## src/rtl/motor_ctrl_pkg.sv

```systemverilog
`default_nettype none
// ============================================================================
//  Module      : motor_ctrl_pkg
//  Description : Shared types and constants for the wheel position sequencer.
//                Holds the move FSM state encoding, the position counter
//                width and the bit positions of the counter's clear vector.
//  Revision    : 1.0  initial release
// ============================================================================
package motor_ctrl_pkg;

    // Width of the pos1/pos2 counts and of move distances
    localparam int POS_W    = 16;

    // Bit positions inside the 2-bit clear vector sent to the counter
    localparam int CLR_POS1 = 0;
    localparam int CLR_POS2 = 1;

    // Move sequencer states
    typedef enum logic [2:0] {
        ST_IDLE   = 3'd0,
        ST_CLR    = 3'd1,
        ST_RUN    = 3'd2,
        ST_SUB    = 3'd3,
        ST_SETTLE = 3'd4
    } move_state_e;

endpackage : motor_ctrl_pkg
`default_nettype wire

```

## src/rtl/speed_window.sv

```systemverilog
`default_nettype none
// ============================================================================
//  Module      : speed_window
//  Description : Free-running speed window timer. At the end of every window
//                it requests a pos1 clear, yields to a concurrent subtract by
//                deferring the clear one cycle, and captures the final pos1
//                count as a speed sample while the clear is applied.
//  Ports       : clk, reset        - clock, synchronous active-high reset
//                subtract_now      - subtract will be driven next cycle
//                pos1              - speed count from the position counter
//                clear_pos1        - registered clear request for pos1
//                speed/speed_valid - captured window count and update pulse
//  Revision    : 1.0  initial release
// ============================================================================
module speed_window
    import motor_ctrl_pkg::*;
#(
    parameter int unsigned WINDOW_CYCLES = 1000000
) (
    input  logic             clk,
    input  logic             reset,
    input  logic             subtract_now,
    input  logic [POS_W-1:0] pos1,
    output logic             clear_pos1,
    output logic [POS_W-1:0] speed,
    output logic             speed_valid
);

    localparam int unsigned        c_WIN_W    = (WINDOW_CYCLES > 1) ? $clog2(WINDOW_CYCLES) : 1;
    localparam logic [c_WIN_W-1:0] c_WIN_LAST = c_WIN_W'(WINDOW_CYCLES - 1);

    logic [c_WIN_W-1:0] r_win_cnt_q;
    logic [c_WIN_W-1:0] w_win_cnt_d;
    logic               r_defer_q;
    logic               w_defer_d;
    logic               r_clear_q;
    logic               w_clear_d;
    logic [POS_W-1:0]   r_speed_q;
    logic [POS_W-1:0]   w_speed_d;
    logic               r_speed_valid_q;
    logic               w_speed_valid_d;
    logic               w_tc;
    logic               w_clr_req;

    always_comb begin
        w_tc        = (r_win_cnt_q == c_WIN_LAST);
        w_win_cnt_d = w_tc ? '0 : r_win_cnt_q + 1'b1;

        // The timer keeps its phase when a clear is deferred; only the clear
        // itself slips, so one window grows by a cycle and the next shrinks.
        w_clr_req   = w_tc | r_defer_q;
        w_clear_d   = w_clr_req & ~subtract_now;
        w_defer_d   = w_clr_req &  subtract_now;

        // pos1 still holds the full window count during the clear cycle; the
        // counter zeroes it on the same edge that captures it here.
        w_speed_d       = r_clear_q ? pos1 : r_speed_q;
        w_speed_valid_d = r_clear_q;
    end

    always_ff @(posedge clk) begin
        if (reset) begin
            r_win_cnt_q     <= '0;
            r_defer_q       <= 1'b0;
            r_clear_q       <= 1'b0;
            r_speed_q       <= '0;
            r_speed_valid_q <= 1'b0;
        end else begin
            r_win_cnt_q     <= w_win_cnt_d;
            r_defer_q       <= w_defer_d;
            r_clear_q       <= w_clear_d;
            r_speed_q       <= w_speed_d;
            r_speed_valid_q <= w_speed_valid_d;
        end
    end

    assign clear_pos1  = r_clear_q;
    assign speed       = r_speed_q;
    assign speed_valid = r_speed_valid_q;

endmodule : speed_window
`default_nettype wire

```

## src/rtl/motor_pos_ctrl.sv

```systemverilog
`default_nettype none
// ============================================================================
//  Module      : motor_pos_ctrl
//  Description : Sequencer for one wheel's hall-sensor position counter.
//                Runs fixed-length speed windows on pos1 and executes
//                distance moves on pos2 through a valid/ready command, while
//                keeping clear[0] and subtract from ever asserting together.
//  Ports       : clk, reset               - clock, sync active-high reset
//                pos1, pos2               - counts from the position counter
//                clear, subtract, distance - control path to the counter
//                cmd_valid, cmd_dist, cmd_ready - move command handshake
//                abort                    - cancel the active move
//                motor_en, done, stall    - move status
//                speed, speed_valid       - latest window speed sample
//  Config      : MOTOR_POS_CTRL_STALL_EN enables the stall watchdog in RUN;
//                without it stall is tied low.
//  Revision    : 1.0  initial release
// ============================================================================
module motor_pos_ctrl
    import motor_ctrl_pkg::*;
#(
    parameter int unsigned WINDOW_CYCLES = 1000000,
    parameter int unsigned STALL_CYCLES  = 50000000
) (
    input  logic             clk,
    input  logic             reset,
    input  logic [POS_W-1:0] pos1,
    input  logic [POS_W-1:0] pos2,
    output logic [1:0]       clear,
    output logic             subtract,
    output logic [POS_W-1:0] distance,
    input  logic             cmd_valid,
    input  logic [POS_W-1:0] cmd_dist,
    output logic             cmd_ready,
    input  logic             abort,
    output logic             motor_en,
    output logic             done,
    output logic             stall,
    output logic [POS_W-1:0] speed,
    output logic             speed_valid
);

    move_state_e      r_state_q;
    move_state_e      w_state_d;
    logic [POS_W-1:0] r_target_q;
    logic [POS_W-1:0] w_target_d;
    logic             r_synced_q;
    logic             w_synced_d;
    logic             r_clear_pos2_q;
    logic             w_clear_pos2_d;
    logic             r_subtract_q;
    logic             w_subtract_d;
    logic             r_motor_en_q;
    logic             w_motor_en_d;
    logic             r_done_q;
    logic             w_done_d;
    logic             r_stall_q;
    logic             w_stall_d;
    logic             r_cmd_ready_q;
    logic             w_cmd_ready_d;
    logic             w_abort_path;
    logic             w_stall_hit;
    logic             w_clear_pos1;

`ifdef MOTOR_POS_CTRL_STALL_EN
    localparam int unsigned          c_STALL_W    = $clog2(STALL_CYCLES + 1);
    localparam logic [c_STALL_W-1:0] c_STALL_LAST = c_STALL_W'(STALL_CYCLES - 1);

    logic [c_STALL_W-1:0] r_stall_cnt_q;
    logic [c_STALL_W-1:0] w_stall_cnt_d;
    logic [POS_W-1:0]     r_pos2_prev_q;
    logic                 w_pos2_same;

    // Counts consecutive RUN cycles with no pos2 movement; any change or
    // leaving RUN restarts it.
    always_comb begin
        w_pos2_same   = (pos2 == r_pos2_prev_q);
        w_stall_cnt_d = '0;
        w_stall_hit   = 1'b0;
        if ((r_state_q == ST_RUN) && w_pos2_same) begin
            w_stall_hit   = (r_stall_cnt_q == c_STALL_LAST);
            w_stall_cnt_d = r_stall_cnt_q + 1'b1;
        end
    end

    always_ff @(posedge clk) begin
        if (reset) begin
            r_stall_cnt_q <= '0;
            r_pos2_prev_q <= '0;
        end else begin
            r_stall_cnt_q <= w_stall_cnt_d;
            r_pos2_prev_q <= pos2;
        end
    end
`else
    assign w_stall_hit = 1'b0;
`endif

    // Move sequencer; every output is registered from the next state so the
    // counter sees clean, glitch-free controls.
    always_comb begin
        w_state_d    = r_state_q;
        w_target_d   = r_target_q;
        w_synced_d   = r_synced_q;
        w_abort_path = 1'b0;

        case (r_state_q)
            ST_IDLE: begin
                // cmd_ready is registered, so the handshake is only honoured
                // once the port actually shows ready.
                if (cmd_valid && r_cmd_ready_q) begin
                    w_target_d = cmd_dist;
                    w_state_d  = r_synced_q ? ST_RUN : ST_CLR;
                end
            end
            ST_CLR: begin
                if (abort) begin
                    w_abort_path = 1'b1;
                end else begin
                    w_synced_d = 1'b1;
                    w_state_d  = ST_RUN;
                end
            end
            ST_RUN: begin
                if (abort || w_stall_hit) begin
                    w_abort_path = 1'b1;
                end else if (pos2 >= r_target_q) begin
                    w_state_d = ST_SUB;
                end
            end
            ST_SUB:    w_state_d = ST_SETTLE;
            ST_SETTLE: w_state_d = ST_IDLE;
            default:   w_state_d = ST_IDLE;
        endcase

        // A cancelled move leaves pos2 at an unknown partial count, so it is
        // zeroed and the next move must start from a fresh clear.
        if (w_abort_path) begin
            w_state_d  = ST_IDLE;
            w_synced_d = 1'b0;
        end

        w_clear_pos2_d = (w_state_d == ST_CLR) | w_abort_path;
        w_motor_en_d   = (w_state_d == ST_RUN);
        w_subtract_d   = (w_state_d == ST_SUB);
        w_done_d       = (w_state_d == ST_SETTLE);
        // Ready is held off during the abort clear cycle.
        w_cmd_ready_d  = (w_state_d == ST_IDLE) & ~w_abort_path;
        w_stall_d      = w_stall_hit;
    end

    always_ff @(posedge clk) begin
        if (reset) begin
            r_state_q      <= ST_IDLE;
            r_target_q     <= '0;
            r_synced_q     <= 1'b0;
            r_clear_pos2_q <= 1'b0;
            r_subtract_q   <= 1'b0;
            r_motor_en_q   <= 1'b0;
            r_done_q       <= 1'b0;
            r_stall_q      <= 1'b0;
            r_cmd_ready_q  <= 1'b0;
        end else begin
            r_state_q      <= w_state_d;
            r_target_q     <= w_target_d;
            r_synced_q     <= w_synced_d;
            r_clear_pos2_q <= w_clear_pos2_d;
            r_subtract_q   <= w_subtract_d;
            r_motor_en_q   <= w_motor_en_d;
            r_done_q       <= w_done_d;
            r_stall_q      <= w_stall_d;
            r_cmd_ready_q  <= w_cmd_ready_d;
        end
    end

    // The window timer is told about next cycle's subtract so it can push its
    // pos1 clear back by one cycle instead of colliding on the counter.
    speed_window #(
        .WINDOW_CYCLES (WINDOW_CYCLES)
    ) u_speed_window (
        .clk          (clk),
        .reset        (reset),
        .subtract_now (w_subtract_d),
        .pos1         (pos1),
        .clear_pos1   (w_clear_pos1),
        .speed        (speed),
        .speed_valid  (speed_valid)
    );

    assign clear[CLR_POS1] = w_clear_pos1;
    assign clear[CLR_POS2] = r_clear_pos2_q;
    assign subtract        = r_subtract_q;
    assign distance        = r_target_q;
    assign cmd_ready       = r_cmd_ready_q;
    assign motor_en        = r_motor_en_q;
    assign done            = r_done_q;
    assign stall           = r_stall_q;

endmodule : motor_pos_ctrl
`default_nettype wire

```

## config.mk

```make
export PLATFORM = sky130hd
export DESIGN_NAME = motor_pos_ctrl
export DESIGN_NICKNAME = d
export VERILOG_FILES = /design/src/rtl/motor_ctrl_pkg.sv /design/src/rtl/speed_window.sv /design/src/rtl/motor_pos_ctrl.sv
export SDC_FILE = /design/constraint.sdc
export NUM_CORES = 1
export LEC_CHECK = 0
export ABC_AREA = 1
export BUFFER_PORTS_ARGS = -buffer_cell sky130_fd_sc_hd__buf_2
export CAP_MARGIN = 10
export CORE_MARGIN = 8
export CORE_UTILIZATION = 51
export CTS_CLUSTER_DIAMETER = 30
export DETAILED_ROUTE_END_ITERATION = 8
export GPL_TIMING_DRIVEN = 0
export PLACE_DENSITY = 0.85
export SLEW_MARGIN = 20
export SYNTH_ARGS = -nofsm -noshare
export SYNTH_HDL_FRONTEND = slang
export SYNTH_SLANG_ARGS = --single-unit
```

## constraint.sdc

```tcl
create_clock -name clk -period 2 [get_ports clk]
set_input_delay 0 -clock clk [delete_from_list [all_inputs] [get_ports clk]]
set_output_delay 0 -clock clk [all_outputs]
set_load 0.01 [all_outputs]
```

==> results of run 1 <==
## cell usage after synthesis (all sizes together)
cell type and count:
inv 42, o21a 1, nor3 13, a31oi 1
xor2 2, conb 1, dfxtp 64, nor2 67
nand3b 1, nor4 1, ha 17, o21ai 35
a21o 1, buf 6, nor3b 1, xnor2 1
a21oi 36, nand4 5, o21bai 1, nand2 61
nand3 16, clkbuf 9, clkinv 3, or2 6
## worst max-delay path, stage by stage (launching register included)
cell	delay [ps]
dfxtp_1	340
inv_1	80
ha_1	300
nand2_1	50
inv_1	70
nand3_1	80
nor3_1	270
nand2_1	90
nand3_1	140
nand2_1	120
nand2_1	110
nor2_1	50
## flip-flops by register name (all words and copies together), names as in the netlist, 3 cells and up
| register | cells |
|---|---|
| u_speed_window.speed | 16 |
| r_state_q | 3 |
| u_speed_window.r_win_cnt_q | 20 |
| distance | 16 |
## worst paths after layout
| kind | start | end | slack, ps |
|---|---|---|---|
| min reg2reg | r_synced_q$_SDFFE_PP0P_ | r_synced_q$_SDFFE_PP0P_ | 470 |
| min | cmd_valid | r_state_q[0]$_SDFF_PP0_ | 160 |
| max | distance[11]$_SDFFE_PP0P_ | motor_en$_SDFF_PP0_ | 200 |
| max reg2reg | distance[11]$_SDFFE_PP0P_ | motor_en$_SDFF_PP0_ | 200 |
## area by class of cell
type	count	area share, %
well taps	72	2.23
repair buffers	123	19.4
multi-input cells	267	35.1
plain buffers	15	1.95
clock buffers	9	3.06
inverters	45	4.17
clock inverters	7	2.38
flip-flops and latches	64	31.7
## routing by layer
| layer | vias up | global-route usage [%] | share of wire (%) |
|---|---|---|---|
| li1 | 1534 | - | - |
| met2 | 103 | 35.9 | 51 |
| met3 | 30 | 6.36 | 5.8 |
| met4 | 0 | 8.99 | 3.0 |
| met1 | 1439 | 21.5 | 41 |
| met5 | - | 0 | 0 |
## where the power goes
part / internal, mW / switching, mW / leakage [nW]
clock: 0.703 / 0.518 / 0.113
sequential: 1.40 / 0.0719 / 0.519
combinational: 0.356 / 0.511 / 1.25
total: 2.46 / 1.10 / 1.88
## kinds of logic (layout without fill, tap and decap cells)
| family | Yosys count | in the layout |
|---|---|---|
| compound gates | 75 | 75 |
| other cells | 1 | 1 |
| xor+xnor | 3 | 3 |
| flops | 64 | 64 |
| buf+inv | 60 | 199 |
| fa+ha+maj | 17 | 17 |
| simple gates | 171 | 171 |
==> impl_metrics.yaml, run 1 <==
worst_setup_path:
  path_max_fanout: 4
  path_class: "flip-flop to flip-flop"
  crit_arrival_ps: 2040
  r2r_cells: 11
  worst_setup_path_start_kind: "flip-flop"
  cp.required_ps: 2240
  worstSetupEndpointType: "flip-flop"
logic_synthesis:
  synth-compound-area-share_pct: 13.1
  synthMuxAreaShare_pct: 0
  netlist_area_mm2: 0.00295
  synth_cells: 391
  ys_warn_count: 0
  avgSynthCellArea_um2: 7.55
  synth_fp_nets: 460
  synth_top_area_cell: "dfxtp_1"
  synth_fa_ha_area_share_pct: 7.21
  synth_area_leaders: "dfxtp_1 43%, nor2_1 7.8%, nand2_1 7.3%, ha_1 7.2%, a21oi_1 5.9%"
  netlist.area_leader.share_pct: 43.4
  ys_ff_latch: 64
  yosys.area_share.simple_pct: 26.8
  ys_types: 38
  synthXorXnorAreaFrac_pct: 0.891
  synth_top_family_by_area: "simple AND/OR/NAND/NOR gates"
  synth-seq-area-share_pct: 43.4
final_layout:
  syn_to_final_growth_pct: 37.2
  drive_gt1_share_pct: 25.3
  n_antenna_cell: 0
  nNetsFinal: 594
  n_fill_cell: 392
  ff_latch_area_mm2: 0.00128
  design_area_mm2: 0.00405
  multi_input_area_mm2: 0.00142
  final_cell_mix: "91 x buf_2, 64 x dfxtp_1, 61 x nor2_1, 57 x nand2_1, 39 x inv_1"
  fin_cells: 602
  final_util_pct: 73.0
  final_common_cell: "buf_2"
timing:
  max_freq_mhz: 555
  hold_viol: 0
  rsz0062_at_grt: "false"
  timing.final.ws_setup_ps: 200
  setup_viol: 0
  fin_crit_sh_pct: 90.0
  clock_skew_ps: 4.83
  hold_slack_ps: 156
  period_needed_ps: 1800
  drv_slew: 0
  tns_ps: 0
pwr:
  ir_drop_mv: 0.687
  power_mw: 3.56
  power_density_mw_per_mm2: 880
  power.leakage_nw: 1.88
cts:
  numCtsBuffers: 9
  cts-root-buf: "clkbuf_8"
  cts_tree: "done"
  path_clk_slew_ps: 70
  ctsResizeCount: 0
  postCtsSetupRepairBufs: 0
  cts_sinks: 64
  cts.path.max_buffers: 2
  cts-hold-fix-buffers: 33
  worstSkewPairLatency_ps: 340
  htree_levels: 3
die:
  die_h_um: 92.1
  start_util_pct: 53.3
  coreArea_mm2: 0.00554
  die-area_mm2: 0.00848
  pin_count: 92
  fp-row-count: 27
  fp.dieW_um: 92.1
route:
  drc: 0
  routed_wl_um: 8440
  via_per_inst: 5.16
  final_antenna_net_count: 0
  vias: 3106
  wl_per_cell_um: 14.0
  drtPass1Iterations: 5
  first_iter_violations: 170
hold_path:
  hp-class: "primary input to flip-flop"
  hold_depth: 5
placement:
  pre_cts_ws_ps: 267
  placed_area_mm2: 0.00349
  port_buffers: 89
  dp_cells: 552
  dp_hpwl_um: 5650
  gp_congestion: 0.823
grt:
  gr-total-overflow: 0
  grt_max_degree: 13
  grt_usage_pct: 20.3
  grt_pass1_wl_um: 14200
  antenna_found_initial: 0
  grt_pass1_vias: 3219
run:
  drv_cap: 0
outcome:
  status: "completed"
No activity file was read; power rests on OpenSTA's default activity.
==> run 2, diff against run 1 <==
ABC_AREA = not set   (was 1)
CORE_MARGIN = 3   (was 8)
CORE_UTILIZATION = 50   (was 51)
MAX_ROUTING_LAYER = met4   (was not set)
PLACE_DENSITY = 0.84   (was 0.85)
==> impl_metrics.yaml, run 2 <==
timing:
  period_needed_ps: 1950
  max_freq_mhz: 514
  timing.final.ws_setup_ps: 52.9
  drv_slew: 0
  relSlewSlack_pct: 63.6
  fin_crit_sh_pct: 97.4
  setup_viol: 0
  hold_slack_ps: 41.0
  tns_ps: 0
  clock_skew_ps: 7.13
  hold_viol: 0
  rsz0062_at_grt: "true"
  worst_slew_pin_slew_ps: 545
final_layout:
  regMostFlops: "u_speed_window.r_win_cnt_q"
  largest_reg_flops: 20
  fin_cells: 536
  n_fill_cell: 391
  final_cell_mix: "92 x buf_2, 64 x dfxtp_1, 52 x nor2_1, 43 x nand2_1, 32 x dlygate4sd3_1"
  drive_gt1_share_pct: 26.2
  nNetsFinal: 529
  syn_to_final_growth_pct: 36.9
  final_common_cell: "buf_2"
logic_synthesis:
  avgSynthCellArea_um2: 8.67
  netlist.area_leader.share_pct: 44.9
  synth_flop_cell: "dfxtp_1"
  async_flop_share_pct: 0
  synth_top_area_cell: "dfxtp_1"
  synth_fp_nets: 398
  synth_cells: 329
  yosysMostFrequentCell: "dfxtp_1"
  ys_ff_latch: 64
  synth_area_leaders: "dfxtp_1 45%, ha_1 7.5%, nor2_1 6.8%, mux2i_1 6.0%, nand2_1 5.7%"
  netlist_area_mm2: 0.00285
  ys_warn_count: 0
  ys_types: 41
  synth-edff-count: 0
  synthTopCellsByCount: "64 x dfxtp_1, 52 x nor2_1, 43 x nand2_1"
  synth-seq-area-share_pct: 44.9
die:
  start_util_pct: 53.8
  fp-row-count: 26
  die-area_mm2: 0.00665
  pin_count: 92
  coreArea_mm2: 0.00530
  fp.dieW_um: 81.5
  die_h_um: 81.5
cts:
  cts.path.max_buffers: 2
  postCtsSetupRepairBufs: 0
  cts-root-buf: "clkbuf_8"
  path_clk_slew_ps: 70
  cts_tree: "done"
  numCtsBuffers: 9
  cts_sinks: 64
  htree_levels: 3
  worstSkewPairLatency_ps: 330
route:
  vias: 2675
  via_per_inst: 4.99
  wl_per_cell_um: 13.2
  first_iter_violations: 133
  routed_wl_um: 7070
  drc: 0
  final_antenna_net_count: 0
  drtPass1Iterations: 4
pwr:
  power_density_mw_per_mm2: 691
  ir_drop_mv: 0.486
  power_mw: 2.70
  power.leakage_nw: 1.68
placement:
  port_buffers: 89
  dp_hpwl_um: 4670
  dp_cells: 488
  gp_congestion: 0.839
  pre_cts_ws_ps: 1.39
grt:
  use_met1_pct: 23.8
  gr-usage-met2_pct: 39.3
  grt_pass1_wl_um: 11100
  grt_usage_pct: 22.3
  grtUsageMet3_pct: 4.61
  antenna_found_initial: 0
  grt_max_degree: 12
  grt_pass1_vias: 2543
  gr-total-overflow: 0
  top_usage_layer: "met2"
worst_setup_path:
  worst_setup_path_start_kind: "flip-flop"
  worstReg2RegStart: "distance[0]$_SDFFE_PP0P_"
  cp.required_ps: 2250
  path_max_fanout: 3
  startpoint: "distance[0]$_SDFFE_PP0P_"
  crit_arrival_ps: 2200
  path_class: "flip-flop to flip-flop"
  worstSetupEndpointType: "flip-flop"
run:
  drv_cap: 0
hold_path:
  hp-class: "primary input to flip-flop"
  min_from: "reset"
outcome:
  status: "completed"
-- run 2: final timing paths --
path                                      endpoint  cells past startpoint  slack [ps]
max                            motor_en$_SDFF_PP0_                      6          50
min          u_speed_window.speed_valid$_SDFF_PP0_                      2          40
max reg2reg                    motor_en$_SDFF_PP0_                      6          50
min reg2reg               distance[7]$_SDFFE_PP0P_                      2         470
-- run 2: cell families (layout without fill, tap and decap cells) --
logic type / Yosys count / count (layout) / synth area share [%]
XOR/XNOR: 18 / 18 / 5.53
adder cells (fa/ha/maj): 17 / 17 / 7.46
buffers and inverters: 37 / 173 / 5.53
flip-flops: 64 / 64 / 44.9
other: 1 / 2 / 0.132
AO/OA/AOI/OAI: 36 / 36 / 7.24
multiplexers: 18 / 18 / 6.36
AND/OR/NAND/NOR: 138 / 138 / 22.8
-- run 2: layout make-up --
| type | instances | area, um^2 | area share [%] |
|---|---|---|---|
| clock inverters | 6 | 60.1 | 1.54 |
| inverters | 19 | 71.3 | 1.83 |
| diodes | 1 | 2.50 | 0.0641 |
| flip-flops and latches | 64 | 1280 | 32.8 |
| clock buffers | 10 | 128 | 3.27 |
| repair buffers | 121 | 766 | 19.6 |
| multi-input cells | 228 | 1420 | 36.5 |
| plain buffers | 17 | 83.8 | 2.15 |
| well taps | 70 | 87.6 | 2.24 |
-- run 2: per-layer routing --
metal	up-vias	part of all wire (%)
met5	-	0
met4	0	1.5
met3	13	6.2
met2	86	52
met1	1221	41
li1	1355	-
-- run 2: metrics by stage --
stage,util [%],cell area (um^2)
after floorplan,-,2850
after global placement,63.8,3380
after global routing,73.5,3900
after CTS,73.5,3900
final,73.6,3900
after detailed placement,63.8,3380
-- run 2: repair_timing --
action | CTS | global route
hold endpoints to repair | 32 | 0
endpoints found under the setup margin | 1 | 3
hold buffers | 32 | 0
gates resized for setup | 1 | 3
-- run 2: where the power goes --
group	internal (mW)	total [mW]	leakage [nW]	switching, mW
logic	0.159	0.315	1.07	0.156
clock network	0.569	1.05	0.0921	0.485
registers	1.30	1.33	0.518	0.0234
total	2.03	2.70	1.68	0.665
-- run 2: worst max-delay path, cell delays in order, from the launching register on --
cell,delay [ps]
dfxtp_1,330
ha_1,270
nand2b_4,130
a2111o_1,400
a32o_1,250
o31a_1,280
nor4_2,200
==> run 3, diff against run 2 <==
CORE_ASPECT_RATIO = 1.75   (was not set)
CTS_CLUSTER_DIAMETER = 60   (was 30)
==> impl_metrics.yaml, run 3 (same netlist as run 2, synthesis figures left out) <==
outcome:
  status: "completed"
timing:
  clock_skew_ps: 7.60
  worst_slew_pin_slew_ps: 560
  setup_viol: 0
  relSlewSlack_pct: 62.6
  fin_crit_sh_pct: 97.7
  tns_ps: 0
  rsz0062_at_grt: "false"
  period_needed_ps: 1950
  max_freq_mhz: 512
  drv_slew: 0
  hold_viol: 0
grt:
  gr-total-overflow: 0
  antenna_found_initial: 0
  grt_pass1_vias: 2867
  grt_usage_pct: 24.3
  grt_max_degree: 11
  grt_pass1_wl_um: 12600
worst_setup_path:
  worst_setup_path_start_kind: "flip-flop"
  worstReg2RegStart: "distance[0]$_SDFFE_PP0P_"
  cp.required_ps: 2250
  startpoint: "distance[0]$_SDFFE_PP0P_"
  crit_arrival_ps: 2200
  path_class: "flip-flop to flip-flop"
  worstSetupEndpointType: "flip-flop"
  path_max_fanout: 3
route:
  routed_wl_um: 7560
  vias: 2761
  first_iter_violations: 118
  final_antenna_net_count: 0
  drc: 0
  wl_per_cell_um: 14.0
  drtPass1Iterations: 4
  via_per_inst: 5.12
final_layout:
  regMostFlops: "u_speed_window.r_win_cnt_q"
  syn_to_final_growth_pct: 37.6
  n_antenna_cell: 0
  largest_reg_flops: 20
  final_common_cell: "buf_2"
  ff_latch_area_mm2: 0.00128
  n_fill_cell: 376
  multi_input_area_mm2: 0.00142
  drive_gt1_share_pct: 25.4
  final_cell_mix: "92 x buf_2, 64 x dfxtp_1, 52 x nor2_1, 43 x nand2_1, 32 x dlygate4sd3_1"
  nNetsFinal: 529
  fin_cells: 539
pwr:
  switchingPower_mw: 0.643
  clockPowerShare_pct: 42.0
  ir_drop_mv: 0.484
  power_mw: 2.84
  internal_power_mw: 2.20
  p_seq_share_pct: 46.7
  pwr-share-comb_pct: 11.3
  power_density_mw_per_mm2: 724
  switching_share_pct: 22.6
  power.leakage_nw: 1.69
die:
  pin_count: 92
  coreArea_mm2: 0.00539
  fp-row-count: 35
  die_h_um: 106
  start_util_pct: 52.9
  fp.dieW_um: 63.1
  die-area_mm2: 0.00668
cts:
  worstSkewPairLatency_ps: 340
  cts.path.max_buffers: 2
  postCtsSetupRepairBufs: 0
  path_clk_slew_ps: 70
  htree_levels: 3
  cts_sinks: 64
  numCtsBuffers: 9
  cts_tree: "done"
  cts-root-buf: "clkbuf_8"
run:
  drv_cap: 0
placement:
  port_buffers: 89
  dp_hpwl_um: 5030
  gp_congestion: 0.777
  dp_cells: 492
hold_path:
  hp-class: "primary input to flip-flop"
  min_from: "abort"
## run 3: changes by cell type in the layout (fill, tap and decap cells not counted), sizes merged
cell / previous run / this run
bufinv: 1 / 2
diode: 1 / 0
clkbuf: 19 / 22
clkinv: 3 / 1
clkinvlp: 2 / 0
## run 3: path summary, 6_finish.rpt
check,to,slack [ps],cells past startpoint
max,motor_en$_SDFF_PP0_,50,6
min,r_synced_q$_SDFFE_PP0P_,40,4
max reg2reg,motor_en$_SDFF_PP0_,50,6
min reg2reg,distance[9]$_SDFFE_PP0P_,470,2
## run 3: power groups by stage
stage / combinational, mW / sequential (mW) / clock [mW]
3_3_place_gp: 0.255 / 1.35 / 0
3_5_place_dp: 0.267 / 1.36 / 0
4_1_cts: 0.317 / 1.33 / 1.22
6_report: 0.320 / 1.33 / 1.19
5_1_grt: 0.360 / 1.33 / 1.26
2_1_floorplan: 0.144 / 1.36 / 0
## run 3: timing repair
| action | CTS | global route |
|---|---|---|
| resized for setup | 0 | 1 |
| hold buffers | 32 | 0 |
| endpoints found under the hold margin | 32 | 0 |
| endpoints found under the setup margin | 0 | 9 |
## run 3: per-stage QoR
| stage | hold WS (ps) | setup WS [ps] | instance area, um^2 | util (%) |
|---|---|---|---|---|
| floorplan | 136 | 120 | 2850 | - |
| global placement | 235 | 76.6 | 3390 | 62.9 |
| detailed placement | 246 | 55.9 | 3390 | 62.9 |
| CTS | 25.1 | 37.8 | 3920 | 72.8 |
| global route | 68.5 | 7.44 | 3930 | 72.9 |
| finish | 41.9 | 45.2 | 3930 | 72.9 |
## run 3: per-layer routing
metal  global-route usage, %  vias up  part of all wire [%]
met1                    22.9     1276                    34
met3                    5.39       30                   5.0
li1                        -     1360                     -
met2                    43.8       95                    56
met4                    15.0        0                   4.8
met5                       -        -                     0
## run 3: cell type report
| type | instances | share of cell area [%] |
|---|---|---|
| clock buffers | 13 | 3.79 |
| multi-input cells | 228 | 36.1 |
| inverters | 19 | 1.82 |
| clock inverters | 3 | 1.66 |
| plain buffers | 17 | 2.10 |
| repair buffers | 121 | 19.5 |
| flip-flops and latches | 64 | 32.6 |
| well taps | 74 | 2.36 |
## run 3: critical path, stage by stage (launching register included)
cell	delay (ps)
dfxtp_1	330
ha_1	280
nand2b_4	140
a2111o_1	390
a32o_1	250
o31a_1	270
nor4_2	200
